==> src/rtl/leon_inst_feeder_if.sv <==
// Instruction load and fetch handshake bundle between the bench/IU and the feeder.
interface leon_inst_feeder_if;
    logic        load_valid;
    logic [31:0] load_inst;
    logic        load_ready;
    logic        fetch_req;
    logic [31:0] fetch_addr;
    logic        fetch_hold;
    logic        fetch_valid;
    logic [31:0] fetch_data;

    // Driver side: the bench loading words and the IU issuing fetches.
    modport master (
        output load_valid, load_inst, fetch_req, fetch_addr,
        input  load_ready, fetch_hold, fetch_valid, fetch_data
    );

    // Feeder side.
    modport slave (
        input  load_valid, load_inst, fetch_req, fetch_addr,
        output load_ready, fetch_hold, fetch_valid, fetch_data
    );
endinterface

==> src/rtl/leon_inst_feeder.sv <==
// Instruction-side stimulus stage: queues instruction words and answers IU fetches
// after a fixed wait-state latency, substituting a NOP on underrun and checking
// that fetch addresses run sequentially.
module leon_inst_feeder #(
    parameter int unsigned DEPTH    = 16,
    parameter int unsigned LATENCY  = 2,
    parameter logic [31:0] NOP_INST = 32'h01000000,
    parameter logic [31:0] RST_PC   = 32'h00000000,
    parameter int unsigned UCNT_W   = 16
) (
    input  logic                       clk,
    input  logic                       rst,
    leon_inst_feeder_if.slave          bus,
    output logic [$clog2(DEPTH):0]     fifo_count,
    output logic [UCNT_W-1:0]          underrun_cnt,
    output logic                       addr_err
);

    localparam int unsigned AW = $clog2(DEPTH);
    localparam int unsigned CW = AW + 1;
    localparam logic [3:0]  LAT_INIT = (LATENCY > 0) ? 4'(LATENCY - 1) : 4'd0;

    typedef enum logic [1:0] {
        S_IDLE = 2'd0,
        S_WAIT = 2'd1,
        S_RESP = 2'd2
    } state_t;

    logic [31:0]       r_mem [DEPTH];
    logic [AW-1:0]     r_wr_ptr;
    logic [AW-1:0]     r_rd_ptr;
    logic [CW-1:0]     r_count;
    logic              r_load_ready;

    state_t            r_state;
    logic [3:0]        r_wcnt;
    logic              r_src;
    logic [31:0]       r_acc_addr;
    logic [31:0]       r_exp_pc;
    logic              r_fetch_hold;
    logic              r_fetch_valid;
    logic [31:0]       r_fetch_data;
    logic [UCNT_W-1:0] r_ucnt;
    logic              r_addr_err;

    logic              w_push;
    logic              w_pop;
    logic [CW-1:0]     w_count_nxt;
    logic [31:0]       w_resp_word;

    assign w_push      = bus.load_valid && r_load_ready;
    assign w_pop       = (r_state == S_RESP) && r_src;
    // Head is stable from accept to response: pops only happen in RESP.
    assign w_resp_word = (r_count != CW'(0)) ? r_mem[r_rd_ptr] : NOP_INST;

    // Occupancy after this cycle's push/pop.
    always_comb begin
        w_count_nxt = r_count;
        if (w_push && !w_pop) begin
            w_count_nxt = r_count + CW'(1);
        end else if (!w_push && w_pop) begin
            w_count_nxt = r_count - CW'(1);
        end
    end

    // FIFO storage write.
    always_ff @(posedge clk) begin
        if (rst && w_push) begin
            r_mem[r_wr_ptr] <= bus.load_inst;
        end
    end

    // FIFO pointers, occupancy and registered ready.
    always_ff @(posedge clk) begin
        if (!rst) begin
            r_wr_ptr     <= '0;
            r_rd_ptr     <= '0;
            r_count      <= '0;
            r_load_ready <= 1'b1;
        end else begin
            if (w_push) begin
                r_wr_ptr <= r_wr_ptr + AW'(1);
            end
            if (w_pop) begin
                r_rd_ptr <= r_rd_ptr + AW'(1);
            end
            r_count      <= w_count_nxt;
            r_load_ready <= (w_count_nxt != CW'(DEPTH));
        end
    end

    // Fetch FSM: accept, wait-state countdown, one-cycle response, PC tracking.
    always_ff @(posedge clk) begin
        if (!rst) begin
            r_state       <= S_IDLE;
            r_wcnt        <= '0;
            r_src         <= 1'b0;
            r_acc_addr    <= '0;
            r_exp_pc      <= RST_PC;
            r_fetch_hold  <= 1'b0;
            r_fetch_valid <= 1'b0;
            r_fetch_data  <= '0;
            r_ucnt        <= '0;
            r_addr_err    <= 1'b0;
        end else begin
            r_fetch_hold  <= 1'b0;
            r_fetch_valid <= 1'b0;
            case (r_state)
                S_IDLE: begin
                    if (bus.fetch_req) begin
                        r_src      <= (r_count != CW'(0));
                        r_acc_addr <= bus.fetch_addr;
                        if (bus.fetch_addr != r_exp_pc) begin
                            r_addr_err <= 1'b1;
                        end
                        if (LATENCY == 0) begin
                            r_state       <= S_RESP;
                            r_fetch_valid <= 1'b1;
                            r_fetch_data  <= w_resp_word;
                        end else begin
                            r_state      <= S_WAIT;
                            r_wcnt       <= LAT_INIT;
                            r_fetch_hold <= 1'b1;
                        end
                    end
                end
                S_WAIT: begin
                    if (r_wcnt == 4'd0) begin
                        r_state       <= S_RESP;
                        r_fetch_valid <= 1'b1;
                        r_fetch_data  <= r_src ? r_mem[r_rd_ptr] : NOP_INST;
                    end else begin
                        r_wcnt       <= r_wcnt - 4'd1;
                        r_fetch_hold <= 1'b1;
                    end
                end
                S_RESP: begin
                    r_state  <= S_IDLE;
                    r_exp_pc <= r_acc_addr + 32'd4;
                    if (!r_src && (r_ucnt != {UCNT_W{1'b1}})) begin
                        r_ucnt <= r_ucnt + UCNT_W'(1);
                    end
                end
                default: begin
                    r_state <= S_IDLE;
                end
            endcase
        end
    end

    assign bus.load_ready  = r_load_ready;
    assign bus.fetch_hold  = r_fetch_hold;
    assign bus.fetch_valid = r_fetch_valid;
    assign bus.fetch_data  = r_fetch_data;
    assign fifo_count      = r_count;
    assign underrun_cnt    = r_ucnt;
    assign addr_err        = r_addr_err;

endmodule

==> src/flat_wrapper.sv <==
// flat-port wrapper written by rule: the top's interface ports become plain ports
module leon_inst_feeder_flat 
#(
    parameter int unsigned DEPTH    = 16,
    parameter int unsigned LATENCY  = 2,
    parameter logic [31:0] NOP_INST = 32'h01000000,
    parameter logic [31:0] RST_PC   = 32'h00000000,
    parameter int unsigned UCNT_W   = 16
)
  (clk, rst, fifo_count, underrun_cnt, addr_err, bus_load_valid, bus_load_inst, bus_fetch_req, bus_fetch_addr, bus_load_ready, bus_fetch_hold, bus_fetch_valid, bus_fetch_data);
  leon_inst_feeder_if bus_i ();
  input  logic clk;
  input  logic rst;
  output logic [$clog2(DEPTH):0] fifo_count;
  output logic [UCNT_W-1:0] underrun_cnt;
  output logic addr_err;
  input wire logic [$bits(bus_i.load_valid)-1:0] bus_load_valid;
  input wire logic [$bits(bus_i.load_inst)-1:0] bus_load_inst;
  input wire logic [$bits(bus_i.fetch_req)-1:0] bus_fetch_req;
  input wire logic [$bits(bus_i.fetch_addr)-1:0] bus_fetch_addr;
  output wire logic [$bits(bus_i.load_ready)-1:0] bus_load_ready;
  output wire logic [$bits(bus_i.fetch_hold)-1:0] bus_fetch_hold;
  output wire logic [$bits(bus_i.fetch_valid)-1:0] bus_fetch_valid;
  output wire logic [$bits(bus_i.fetch_data)-1:0] bus_fetch_data;
  assign bus_i.load_valid = bus_load_valid;
  assign bus_i.load_inst = bus_load_inst;
  assign bus_i.fetch_req = bus_fetch_req;
  assign bus_i.fetch_addr = bus_fetch_addr;
  assign bus_load_ready = bus_i.load_ready;
  assign bus_fetch_hold = bus_i.fetch_hold;
  assign bus_fetch_valid = bus_i.fetch_valid;
  assign bus_fetch_data = bus_i.fetch_data;
  leon_inst_feeder #(.DEPTH(DEPTH), .LATENCY(LATENCY), .NOP_INST(NOP_INST), .RST_PC(RST_PC), .UCNT_W(UCNT_W)) u_core (.clk(clk), .rst(rst), .bus(bus_i), .fifo_count(fifo_count), .underrun_cnt(underrun_cnt), .addr_err(addr_err));
endmodule
==> config.mk <==
export PLATFORM = sky130hd
export DESIGN_NAME = leon_inst_feeder_flat
export DESIGN_NICKNAME = d
export VERILOG_FILES = /design/src/rtl/leon_inst_feeder_if.sv /design/src/rtl/leon_inst_feeder.sv /design/src/flat_wrapper.sv
export SDC_FILE = /design/constraint.sdc
export NUM_CORES = 1
export LEC_CHECK = 0
export ABC_CLOCK_PERIOD_IN_PS = 5700
export CAP_MARGIN = 20
export CORE_UTILIZATION = 64
export DETAILED_ROUTE_END_ITERATION = 8
export PLACE_DENSITY = 0.83
export REMOVE_ABC_BUFFERS = 1
export SLEW_MARGIN = 25
export SYNTH_ARGS = -nofsm -noshare
export SYNTH_HDL_FRONTEND = slang
export SYNTH_SLANG_ARGS = --single-unit
==> constraint.sdc <==
create_clock -name clk -period 5.7 [get_ports clk]
set_input_delay 0.57 -clock clk [delete_from_list [all_inputs] [get_ports clk]]
set_output_delay 0.57 -clock clk [all_outputs]
set_load 0.02 [all_outputs]
# ---- Yosys cells after proc, flatten, opt, wreduce, memory -nomap -nowiden
# Memory sizes are Yosys's and may differ from the RTL's. A register that Yosys moved wholly into a read port is not among the register bits.
# Index checks and enable logic that the tools add are counted.
dict set report totals {
  register_bits 136
  ram_bits 512
  inputBits 68
  out_inout_bits 57
  elab_cells 67
  memories 1
}
# name depth width rd rd_clocked_by_memory_dff wr line_no
set memory_table {}
lappend memory_table {u_core.r_mem 16 32 1 1 1 leon_inst_feeder.sv:29} ;# logic [31:0] r_mem [DEPTH];
dict set report classes {
  add_sub_neg 7
  eq_ne 8
  muxes 17
  n_reduce_logical 20
}
# cell count
set ops {}
lappend ops {{32-bit by 3-bit adder with 32-bit output, second input constant} 1}
lappend ops {{32-bit two-way mux} 1}
lappend ops {{32-bit != test} 1}
lappend ops {{16-bit by 1-bit adder with 16-bit output, second input constant} 1}
lappend ops {{4-bit two-way mux} 4}
lappend ops {{16-bit != test, second input constant} 1}
lappend ops {{5-bit two-way mux} 2}
lappend ops {{2-bit AND reduction} 5}
lappend ops {{4-bit by 1-bit adder with 4-bit output, second input constant} 2}
lappend ops {{4-bit case mux with 2 select lines} 1}
lappend ops {{1-bit logical AND} 6}
lappend ops {{3-bit AND reduction} 2}
lappend ops {{5-bit by 1-bit adder with 5-bit output, second input constant} 1}
lappend ops {{1-bit two-way mux} 5}
lappend ops {{5-bit != test, second input constant} 1}
lappend ops {{5-bit nonzero test} 1}
lappend ops {{5-bit by 1-bit subtractor with 5-bit output, second input constant} 1}
lappend ops {{4-bit logical NOT} 1}
lappend ops {{2-bit two-way mux} 2}
lappend ops {{2-bit != test, second input constant} 2}
lappend ops {{2-bit case mux with 2 select lines} 1}
lappend ops {{4-bit by 1-bit subtractor with 4-bit output, second input constant} 1}
lappend ops {{1-bit logical NOT} 3}
lappend ops {{2-bit by 1-bit == test with 1-bit output, second input constant} 1}
lappend ops {{5 further kinds} 5}

# ---- Logic depth before layout (Yosys ltp)
# Gate-level depths: netlist of the first run.
dict set report logic_depth {
  depth_word 6
  ltp_mapped 8
  ltp_nobuf 7
}

# ---- Worst setup path after synthesis of the first run
# No wires, ideal clock.
dict set report synth_timing {
  path_kind {input -> register}
  start {in rst}
  end {mem u_core.r_mem[0][0], enable pin}
  setup_time_ns 0.421
  arrival_time_ns 2.642
  required_ns 5.279
  path_slack_ns 2.637
  cell_stages 4
  path_buffers 1
  path_cell_list {clkbuf_1 -> inv_1 -> or3_1 -> nor2_1}
}
dict set report synth_via {
  elab_chain_cells 3
}
# element line_no
set synth_rtl {}
lappend synth_rtl {{start: declaration} flat_wrapper.sv:13} ;# input logic rst;
lappend synth_rtl {{1-bit logical AND} leon_inst_feeder.sv:68} ;# if (rst && w_push) begin
lappend synth_rtl {{1-bit two-way mux} leon_inst_feeder.sv:68}
lappend synth_rtl {{1-bit two-way mux (not written as such)} leon_inst_feeder.sv:69} ;# r_mem[r_wr_ptr] <= bus.load_inst;
lappend synth_rtl {{end: declaration} leon_inst_feeder.sv:29}
# Every way passes these cells.

# ---- Worst setup path after layout of the first run
dict set report layout_timing {
  start {reg u_core.r_wcnt[0]}
  end {reg u_core.r_fetch_data[11], in the netlist u_core.bus.fetch_data[11]}
}
dict set report layout_via {
  elab_chain_cells 2
}
# element line_no
set layout_rtl {}
lappend layout_rtl {{start: declaration} leon_inst_feeder.sv:36} ;# logic [3:0] r_wcnt;
lappend layout_rtl {{start signal: assignment} leon_inst_feeder.sv:133} ;# r_wcnt <= r_wcnt - 4'd1;
lappend layout_rtl {{4-bit logical NOT} leon_inst_feeder.sv:128} ;# if (r_wcnt == 4'd0) begin
lappend layout_rtl {{2-bit AND reduction (no source line)} -}
lappend layout_rtl {{end signal: assignment} leon_inst_feeder.sv:119} ;# r_fetch_data <= w_resp_word;
lappend layout_rtl {{end signal: assignment} leon_inst_feeder.sv:131} ;# r_fetch_data <= r_src ? r_mem[r_rd_ptr] : NOP_INST;
lappend layout_rtl {{end: declaration} leon_inst_feeder.sv:42} ;# logic [31:0] r_fetch_data;
# Every way passes these cells.
# A chain may end at the register's enable or synchronous reset.

==> results of run 1 <==
## power groups by stage
| stage | Sequential, uW | Clock [uW] | Combinational, uW |
|---|---|---|---|
| 2_1_floorplan | 5350 | 0 | 189 |
| 3_3_place_gp | 5340 | 0 | 393 |
| 3_5_place_dp | 5350 | 0 | 413 |
| 4_1_cts | 5250 | 4130 | 425 |
| 5_1_grt | 5260 | 4310 | 466 |
| 6_report | 5250 | 4110 | 442 |
## cells in the mapped netlist, types with 2 or more instances
cell,number,share of area
a211oi_1,6,0.0018
a21oi_1,66,0.013
a2bb2oi_1,31,0.011
a311oi_1,5,0.0017
a31oi_1,5,0.0012
a32oi_1,2,0.00069
and2_1,5,0.0012
and3_1,8,0.0020
and4_1,6,0.0021
buf_1,8,0.0012
buf_2,15,0.0030
clkbuf_1,56,0.0083
dfxtp_1,140,0.11
edfxtp_1,512,0.61
ha_1,10,0.0050
inv_1,16,0.0024
mux2i_1,65,0.026
mux4_2,128,0.11
nand2_1,101,0.015
nand2b_1,3,0.00074
nand3_1,14,0.0028
nand3b_1,4,0.0012
nand4_1,23,0.0057
nor2_1,62,0.0092
nor3_1,13,0.0026
nor3b_1,3,0.00089
nor4_1,4,0.00099
nor4_2,2,0.00099
o211ai_1,3,0.00089
o21a_1,2,0.00059
o21ai_0,60,0.012
or3_1,4,0.00099
or3b_2,2,0.00069
xnor2_1,54,0.019
xor2_1,24,0.0083
## worst register-to-register path, cell delays in order (launching register included)
cell and delay (ns):
dfxtp_1 0.36, inv_1 0.09, ha_1 0.18, or3b_2 0.53
nor3_1 0.49, nand3_2 0.85, a2bb2oi_1 0.45, o21ai_0 0.12
## final cells by class
class,instances,area (um^2)
inverter,16,60.1
fill,2032,9310
tap,518,648
antenna,2,5.00
clock buffer,81,1690
sequential,652,18200
clock inverter,33,352
multi-input combinational,726,6850
timing repair buffer,154,1730
## metrics by stage
| stage | instances | cell area, um^2 |
|---|---|---|
| global route | 2182 | 29500 |
| CTS | 2176 | 29400 |
| detailed placement | 2062 | 27400 |
| global placement | 2052 | 27100 |
| floorplan | 1394 | 24900 |
| finish | 2182 | 29500 |
## state kept, by name (all words and copies together), names as in the netlist, 2 cells and up, named ones only
signal,cells
u_core.r_mem,512
u_core.bus.fetch_data,32
u_core.r_acc_addr,32
u_core.r_exp_pc,32
u_core.underrun_cnt,16
u_core.fifo_count,5
u_core.r_rd_ptr,4
u_core.r_wcnt,4
u_core.r_wr_ptr,4
u_core.r_state,2
## layer usage
layer	up-vias	track usage	part of all wire
li1	6050	-	-
met1	7383	0.402	0.37
met2	977	0.500	0.50
met3	166	0.0456	0.089
met4	0	0.126	0.036
met5	-	0	0
## path summary, 6_finish.rpt
kind	cells past startpoint	endpoint	slack, ns	startpoint
min reg2reg	2	u_core.r_exp_pc[1]	0.46	u_core.r_acc_addr[1]
min	2	u_core.r_exp_pc[1]	0.46	u_core.r_acc_addr[1]
max	7	u_core.bus.fetch_data[11]	2.57	u_core.r_wcnt[0]
max reg2reg	7	u_core.bus.fetch_data[11]	2.57	u_core.r_wcnt[0]
## layout by cell type, fill, tap and decap left out, types with 6 or more instances in the layout
cell type and n:
dfxtp_1 137, and3_1 8, buf_4 15, ha_1 10
a21oi_1 66, clkbuf_8 8, clkdlybuf4s50_1 124, nand3_1 13
a2bb2oi_1 31, xnor2_1 54, bufinv_16 6, clkinv_2 10
nand2_1 101, nand4_1 23, nor2_4 17, o21ai_0 60
clkbuf_1 11, mux2i_1 65, a211oi_1 6, nor2_1 45
edfxtp_1 512, nor3_1 13, and4_1 6, inv_1 15
buf_16 11, xor2_1 24, clkbuf_16 61, clkinv_1 10
mux4_2 128
## cell families after synthesis
family,Yosys count,synth area share
flip-flops,652,0.719
adder cells (fa/ha/maj),10,0.00495
multiplexers,194,0.140
AO/OA/AOI/OAI,183,0.0436
buffers and inverters,96,0.0153
AND/OR/NAND/NOR,261,0.0495
XOR/XNOR,78,0.0270
==> results.py, run 1 <==
metrics = {
    "clocking": {
        "cts.sinks": 652,
        "insertion_delay_ns": 0.63,
        "cts_max_path_buffers": 3,
        "cts_resized": 0,
        "postCtsHoldBufs": 0,
        "cts_buffers": 60,
        "clock-root-buffer": "clkbuf_16",
        "clkTransAtPathRegs_ns": 0.06,
        "cts_tree": "built",
        "htreeDepth": 2,
        "postCtsSetupRepairBufs": 0,
    },
    "synthesis": {
        "ys_ff_latch": 652,
        "ys_seq_area_frac": 0.719,
        "avgSynthCellArea_um2": 17.1,
        "syn_inst": 1474,
        "ys_warn_count": 0,
        "ys.flop_type": "edfxtp_1",
        "yosysUniqueCellTypes": 47,
        "synth-edff-count": 512,
        "async_flop_share": 0,
        "mappedNetlistArea_mm2": 0.0253,
    },
    "floorplanning": {
        "start_util": 0.651,
        "fp.coreArea_mm2": 0.0388,
        "rows": 72,
        "die_width_um": 201,
        "die_area_mm2": 0.0403,
        "die_h_um": 201,
        "io_pins": 125,
    },
    "sta": {
        "finalWorstSetupSlack_ns": 2.57,
        "setup_viol": 0,
        "skew_ns": 0.0186,
        "hold_ws_ns": 0.458,
        "relSlewSlack": 0.318,
        "finalCritPeriodShare": 0.549,
        "rsz0062_at_grt": "no",
        "finalMaxSlewViolations": 0,
        "min_period_ns": 3.13,
        "tightest_slew_ns": 1.02,
        "fin_tns_setup_ns": 0,
        "hold_viol_final": 0,
        "max_freq_mhz": 319,
    },
    "critical_path": {
        "end_kind": "register",
        "required_ns": 6.25,
        "worst_path_max_delay_cell": "nand3_2",
        "crit_buf_inv": 1,
        "cp_max_fo": 31,
        "max_stage_delay_ns": 0.85,
        "path_cells": "inv_1 -> ha_1 -> or3b_2 -> nor3_1 -> nand3_2 -> a2bb2oi_1 -> o21ai_0",
        "arrival_ns": 3.68,
        "path_class": "reg -> reg",
        "cp-start-kind": "register",
        "critPathTopFamily": "simple AND/OR/NAND/NOR gates",
    },
    "placed_design": {
        "gp_congestion": 0.840,
        "dp.final_hpwl_mm": 32.7,
        "post-place-ws_ns": 2.12,
        "portBuffers": 124,
    },
    "drt": {
        "routedWlPerCell_um": 28.2,
        "wl_mm": 61.5,
        "drtIter0Drc": 1667,
        "avgViaCountPerCell": 6.68,
        "ant_nets": 0,
        "drc": 0,
        "vias": 14576,
        "dr.pass1.iters": 6,
    },
    "power_and_ir_drop": {
        "netSwitchingPower_uw": 2090,
        "internal_power_uw": 7720,
        "ir_worst_vdd_mv": 0.352,
        "p_per_area_mw_per_mm2": 332,
        "clockPowerShare": 0.419,
        "p_sw_frac": 0.213,
        "leakagePower_uw": 0.00911,
        "power_frac_comb": 0.045,
        "power_uw": 9800,
        "p_seq_frac": 0.536,
    },
    "global_route": {
        "grt_pass1_vias": 14498,
        "grtUsageTotal": 0.301,
        "grt_max_degree": 64,
        "gr-total-overflow": 0,
        "grt_first_pass_wirelength_mm": 88.9,
        "antenna_found_initial": 2,
    },
    "worst_hold_path": {
        "min_path_type": "reg -> reg",
    },
    "layout": {
        "synthToLayoutAreaGrowth_pct": 16.8,
        "drive_above_1_share": 0.170,
        "final_util": 0.760,
        "fin_nets": 1688,
    },
    "status": {
        "status": "completed",
    },
    "run": {
        "max-cap-violations": 0,
    },
}
Power figures use the tool's default switching activity.
==> inputs of run 2 (changes only) <==
Settings changed: ABC_CLOCK_PERIOD_IN_PS 5700 to 3200, CORE_UTILIZATION 64 to 60, PLACE_DENSITY 0.83 to 0.79.
Clock period 5.7 ns to 3.2 ns, I/O delays scaled along.
==> run 2 against run 1 <==
Against the previous run:
- first-iteration DRC count shrank 23%
- die area grew 6.6%
- core utilization shrank 3.7 points
- wire length shrank 7.1%
- count of clock-buffer cells in the layout grew 12
- worst setup slack lost 1.7 ns
- largest power group unchanged
- clock power grew 89%
- total power grew 83%
- fmax grew 36%
==> results.py, run 2 (synthesis gave the netlist of run 1 again) <==
metrics = {
    "floorplanning": {
        "die_width_um": 207,
        "rows": 74,
        "die_area_mm2": 0.0429,
        "fp.coreArea_mm2": 0.0412,
        "start_util": 0.613,
        "io_pins": 125,
        "die_h_um": 207,
    },
    "placed_design": {
        "placed_cell_area_mm2": 0.0276,
        "gp_congestion": 0.798,
        "post-place-ws_ns": 0.603,
        "dp.final_hpwl_mm": 33.6,
        "portBuffers": 124,
        "dp.cells": 2101,
    },
    "sta": {
        "max_freq_mhz": 433,
        "relSlewSlack": 0.493,
        "tightest_slew_ns": 0.758,
        "skew_ns": 0.0212,
        "hold_ws_ns": 0.340,
        "finalWorstSetupSlack_ns": 0.892,
        "rsz0062_at_grt": "no",
        "setup_viol": 0,
        "hold_viol_final": 0,
        "finalCritPeriodShare": 0.721,
        "min_period_ns": 2.31,
        "finalMaxSlewViolations": 0,
    },
    "critical_path": {
        "cp_max_fo": 29,
        "end_kind": "register",
        "required_ns": 3.66,
        "arrival_ns": 2.76,
        "worst_path_max_delay_cell": "dfxtp_4",
        "path_class": "reg -> reg",
        "max_stage_delay_ns": 0.63,
        "cp-start-kind": "register",
        "path_cells": "buf_4 -> mux4_2 -> mux2i_1 -> a2bb2oi_1 -> o21ai_0",
    },
    "drt": {
        "wl_met3_mm": 4.73,
        "drtIter0Drc": 1290,
        "routed.top_layer": "met4",
        "routedWlPerCell_um": 25.7,
        "ant_nets": 0,
        "dr.pass1.iters": 4,
        "drc": 0,
        "met2WireLength_mm": 27.9,
        "avgViaCountPerCell": 6.29,
        "wl_mm": 57.1,
        "met1Wirelength_mm": 22.8,
        "vias": 13992,
    },
    "clocking": {
        "clkTransAtPathRegs_ns": 0.07,
        "cts_resized": 0,
        "postCtsSetupRepairBufs": 0,
        "clock-root-buffer": "clkbuf_16",
        "insertion_delay_ns": 0.58,
        "cts.sinks": 652,
        "cts_max_path_buffers": 3,
        "htreeDepth": 3,
        "cts_tree": "built",
        "postCtsHoldBufs": 0,
        "cts_buffers": 66,
    },
    "layout": {
        "regMostFlops": "u_core.r_mem",
        "final_cell_mix": "edfxtp_1, dfxtp_1, mux4_2",
        "stdcell_area_mm2": 0.0298,
        "layout_commonest_cell": "edfxtp_1",
        "fin_cells": 2223,
        "fillers": 2356,
        "fin_nets": 1716,
        "drive_above_1_share": 0.182,
        "largest_register_ffs": 512,
        "synthToLayoutAreaGrowth_pct": 17.9,
    },
    "global_route": {
        "grtUsageTotal": 0.270,
        "antenna_found_initial": 2,
        "gr-total-overflow": 0,
        "grt_pass1_vias": 14288,
        "grt_first_pass_wirelength_mm": 85.9,
        "grt_max_degree": 61,
    },
    "power_and_ir_drop": {
        "leakagePower_uw": 0.00927,
        "ir_worst_vdd_mv": 0.576,
        "p_per_area_mw_per_mm2": 601,
    },
    "worst_hold_path": {
        "min_path_type": "in -> reg",
    },
    "status": {
        "status": "completed",
    },
    "run": {
        "max-cap-violations": 0,
    },
}
-- run 2: final cells by class --
cell class	count	area, um^2	share of cell area
Antenna cell	1	2.50	0.0000840
Clock buffer	93	1900	0.0637
Clock inverter	27	295	0.00992
Inverter	16	60.1	0.00202
Multi-Input combinational cell	726	6850	0.230
Sequential cell	652	18200	0.611
Tap cell	532	666	0.0224
Timing Repair Buffer	176	1830	0.0613
-- run 2: final timing paths --
kind	from	endpoint	slack (ns)	depth (start not counted)
worst max-delay path	register	u_core.bus.fetch_data[20]	0.89	5
worst min-delay path	bus_fetch_addr[4]	u_core.r_acc_addr[4]	0.34	3
worst max register to register	register	u_core.bus.fetch_data[20]	0.89	5
worst min register to register	u_core.r_acc_addr[0]	u_core.r_exp_pc[0]	0.46	2
-- run 2: per-stage QoR --
stage	utilization	total power [uW]	TNS, ns
floorplan	-	9870	-82.74
global placement	0.669	10300	0
detailed placement	0.669	10300	0
CTS	0.722	18000	0
global route	0.723	18300	0
finish	0.723	17900	0
-- run 2: worst max-delay path: cells and delay by family, from the launching register on --
kind / cells / cell delay, ns
flops: 1 / 0.63
mux: 2 / 0.78
buf+inv: 1 / 0.48
compound gates: 2 / 0.27
-- run 2: per-layer routing --
layer	global-route usage	vias up
li1	-	6093
met1	0.370	7074
met2	0.435	711
met3	0.0575	114
met4	0.0978	0
met5	0	-
-- run 2: report_power, final --
group / leakage, uW / switching, uW / internal (uW)
Combinational: 0.00245 / 466 / 309
Clock: 0.00107 / 3130 / 4630
Sequential: 0.00575 / 101 / 9250
==> inputs of run 3 (changes only) <==
Settings changed: ABC_CLOCK_PERIOD_IN_PS 3200 to 2350.
Clock period 3.2 ns to 2.35 ns, I/O delays scaled along.
==> run 3 against run 2 <==
Against the previous run:
- the run now ends with design-rule violations left
- global-route usage is 0.36 points higher
- wire length is 5.0% higher
- clock skew is 0.0036 ns higher
- fmax is 2.2% higher
- worst setup slack worse by 0.80 ns
- die area stayed put
- sequential power is 36% higher
- core utilization is 0.80 points higher
- largest cell class unchanged
- largest power group unchanged
- highest routed layer unchanged
==> results.py, run 3 (synthesis gave the netlist of run 1 again) <==
metrics = {
    "critical_path": {
        "critPathTopFamily": "simple AND/OR/NAND/NOR gates",
        "cp-start-kind": "register",
        "cp_common_cell": "nor2_2",
        "max_stage_delay_ns": 0.51,
        "end_kind": "register",
        "crit_buf_inv": 1,
        "path_cells": "inv_1 -> ha_1 -> or3b_2 -> nor2_2 -> nor2_2 -> a2bb2oi_1 -> o21ai_0",
        "reg2reg_setup_slack_ns": 0.09,
        "required_ns": 2.79,
        "worst_path_max_delay_cell": "or3b_2",
        "path_class": "reg -> reg",
        "cp_max_fo": 15,
        "arrival_ns": 2.70,
    },
    "clocking": {
        "cts.sinks": 652,
        "postCtsHoldBufs": 0,
        "cts_tree": "built",
        "cts_buffers": 66,
        "postCtsSetupRepairBufs": 0,
        "htreeDepth": 3,
        "clkTransAtPathRegs_ns": 0.06,
        "cts_max_path_buffers": 3,
        "clock-root-buffer": "clkbuf_16",
        "insertion_delay_ns": 0.58,
    },
    "placed_design": {
        "gp_congestion": 0.820,
        "dp.final_hpwl_mm": 35.3,
        "portBuffers": 124,
        "dp.cells": 2119,
    },
    "drt": {
        "ant_nets": 0,
        "wl_mm": 59.9,
        "vias": 14279,
        "dr.pass1.iters": 9,
        "avgViaCountPerCell": 6.37,
        "routedWlPerCell_um": 26.8,
        "drtIter0Drc": 1512,
        "drc": 1,
    },
    "layout": {
        "fin_cells": 2240,
        "fin_nets": 1734,
        "drive_above_1_share": 0.193,
        "synthToLayoutAreaGrowth_pct": 19.2,
        "layout_commonest_cell": "edfxtp_1",
        "final_cell_mix": "edfxtp_1, dfxtp_1, mux4_2",
        "num_antenna_cells": 0,
        "largest_register_ffs": 512,
        "regMostFlops": "u_core.r_mem",
    },
    "sta": {
        "fin_tns_setup_ns": 0,
        "setup_viol": 0,
        "hold_viol_final": 0,
        "relSlewSlack": 0.255,
        "max_freq_mhz": 443,
        "rsz0062_at_grt": "no",
        "hold_ws_ns": 0.249,
        "finalMaxSlewViolations": 0,
        "finalCritPeriodShare": 0.961,
        "tightest_slew_ns": 1.12,
        "min_period_ns": 2.26,
        "skew_ns": 0.0248,
    },
    "status": {
        "status": "complete, but fails checks",
        "violations": "design-rule violations",
    },
    "global_route": {
        "grt_max_degree": 51,
        "grtUsageTotal": 0.274,
        "grt_pass1_vias": 14212,
        "grt_first_pass_wirelength_mm": 87.2,
        "gr-total-overflow": 0,
        "antenna_found_initial": 2,
    },
    "power_and_ir_drop": {
        "power_frac_comb": 0.046,
        "leakagePower_uw": 0.00938,
        "netSwitchingPower_uw": 5080,
        "clockPowerShare": 0.424,
        "ir_worst_vdd_mv": 0.525,
        "internal_power_uw": 18900,
        "p_per_area_mw_per_mm2": 798,
        "p_seq_frac": 0.530,
        "p_sw_frac": 0.212,
    },
    "floorplanning": {
        "die_area_mm2": 0.0429,
        "die_width_um": 207,
        "die_h_um": 207,
        "rows": 74,
        "io_pins": 125,
        "fp.coreArea_mm2": 0.0412,
        "start_util": 0.613,
    },
    "run": {
        "max-cap-violations": 0,
    },
    "worst_hold_path": {
        "min_path_type": "in -> reg",
    },
}
[run 3: cell count changes in the layout (fill, tap and decap cells not counted), moves of 2 or more]
cell,change
clkbuf_1,-2
clkbuf_8,-2
clkinv_2,+6
buf_4,-5
buf_12,+22
clkinvlp_4,+3
nor2_2,+2
bufinv_16,-3
[run 3: worst register-to-register path, cell delays in order (launching register included)]
cell       delay (ns)
dfxtp_1          0.34
inv_1            0.07
ha_1             0.16
or3b_2           0.51
nor2_2           0.40
nor2_2           0.34
a2bb2oi_1        0.22
o21ai_0          0.11
[run 3: metrics by stage]
stage | util | power (uW) | setup slack, ns | cell area, um^2
finish | 0.731 | 24000 | 0.0912 | 30100
global route | 0.731 | 24600 | 0.00194 | 30100
CTS | 0.730 | 24100 | 0.0982 | 30100
detailed placement | 0.679 | 14000 | -0.0746 | 28000
global placement | 0.679 | 14000 | 0.116 | 28000
floorplan | - | 13400 | -3.01 | 24900
[run 3: timing repair]
item                                    in CTS  in global routing
cloned                                       0                  1
endpoints found under the setup margin      10                  2
resized for setup                            1                  2
pin swaps                                    0                  1
[run 3: final timing paths]
| kind | endpoint | cells past startpoint | startpoint |
|---|---|---|---|
| worst max-delay path | u_core.bus.fetch_data[2] | 7 | u_core.r_wcnt[0] |
| worst min-delay path | u_core.r_acc_addr[30] | 3 | bus_fetch_addr[30] |
| worst max register to register | u_core.bus.fetch_data[2] | 7 | u_core.r_wcnt[0] |
| worst min register to register | u_core.r_exp_pc[0] | 2 | u_core.r_acc_addr[0] |
[run 3: layout make-up]
type,instances,area [um^2]
timing repair buffer,193,2230
clock inverter,31,245
inverter,16,60.1
multi-input combinational,727,6860
tap,532,666
sequential,652,18200
fill,2359,11100
clock buffer,89,1860
[run 3: power groups by stage]
stage	registers, uW	logic (uW)	clock network, uW
floorplan	13000	458	0
global route	12700	1180	10700
detailed placement	13000	1070	0
CTS	12700	1090	10300
global placement	13000	1040	0
finish	12700	1110	10200
[run 3: per-layer routing]
| layer | share of wire | track usage | vias to the layer above |
|---|---|---|---|
| li1 | - | - | 6136 |
| met5 | 0 | 0 | - |
| met4 | 0.026 | 0.0921 | 0 |
| met3 | 0.089 | 0.0537 | 99 |
| met2 | 0.50 | 0.445 | 766 |
| met1 | 0.39 | 0.377 | 7278 |
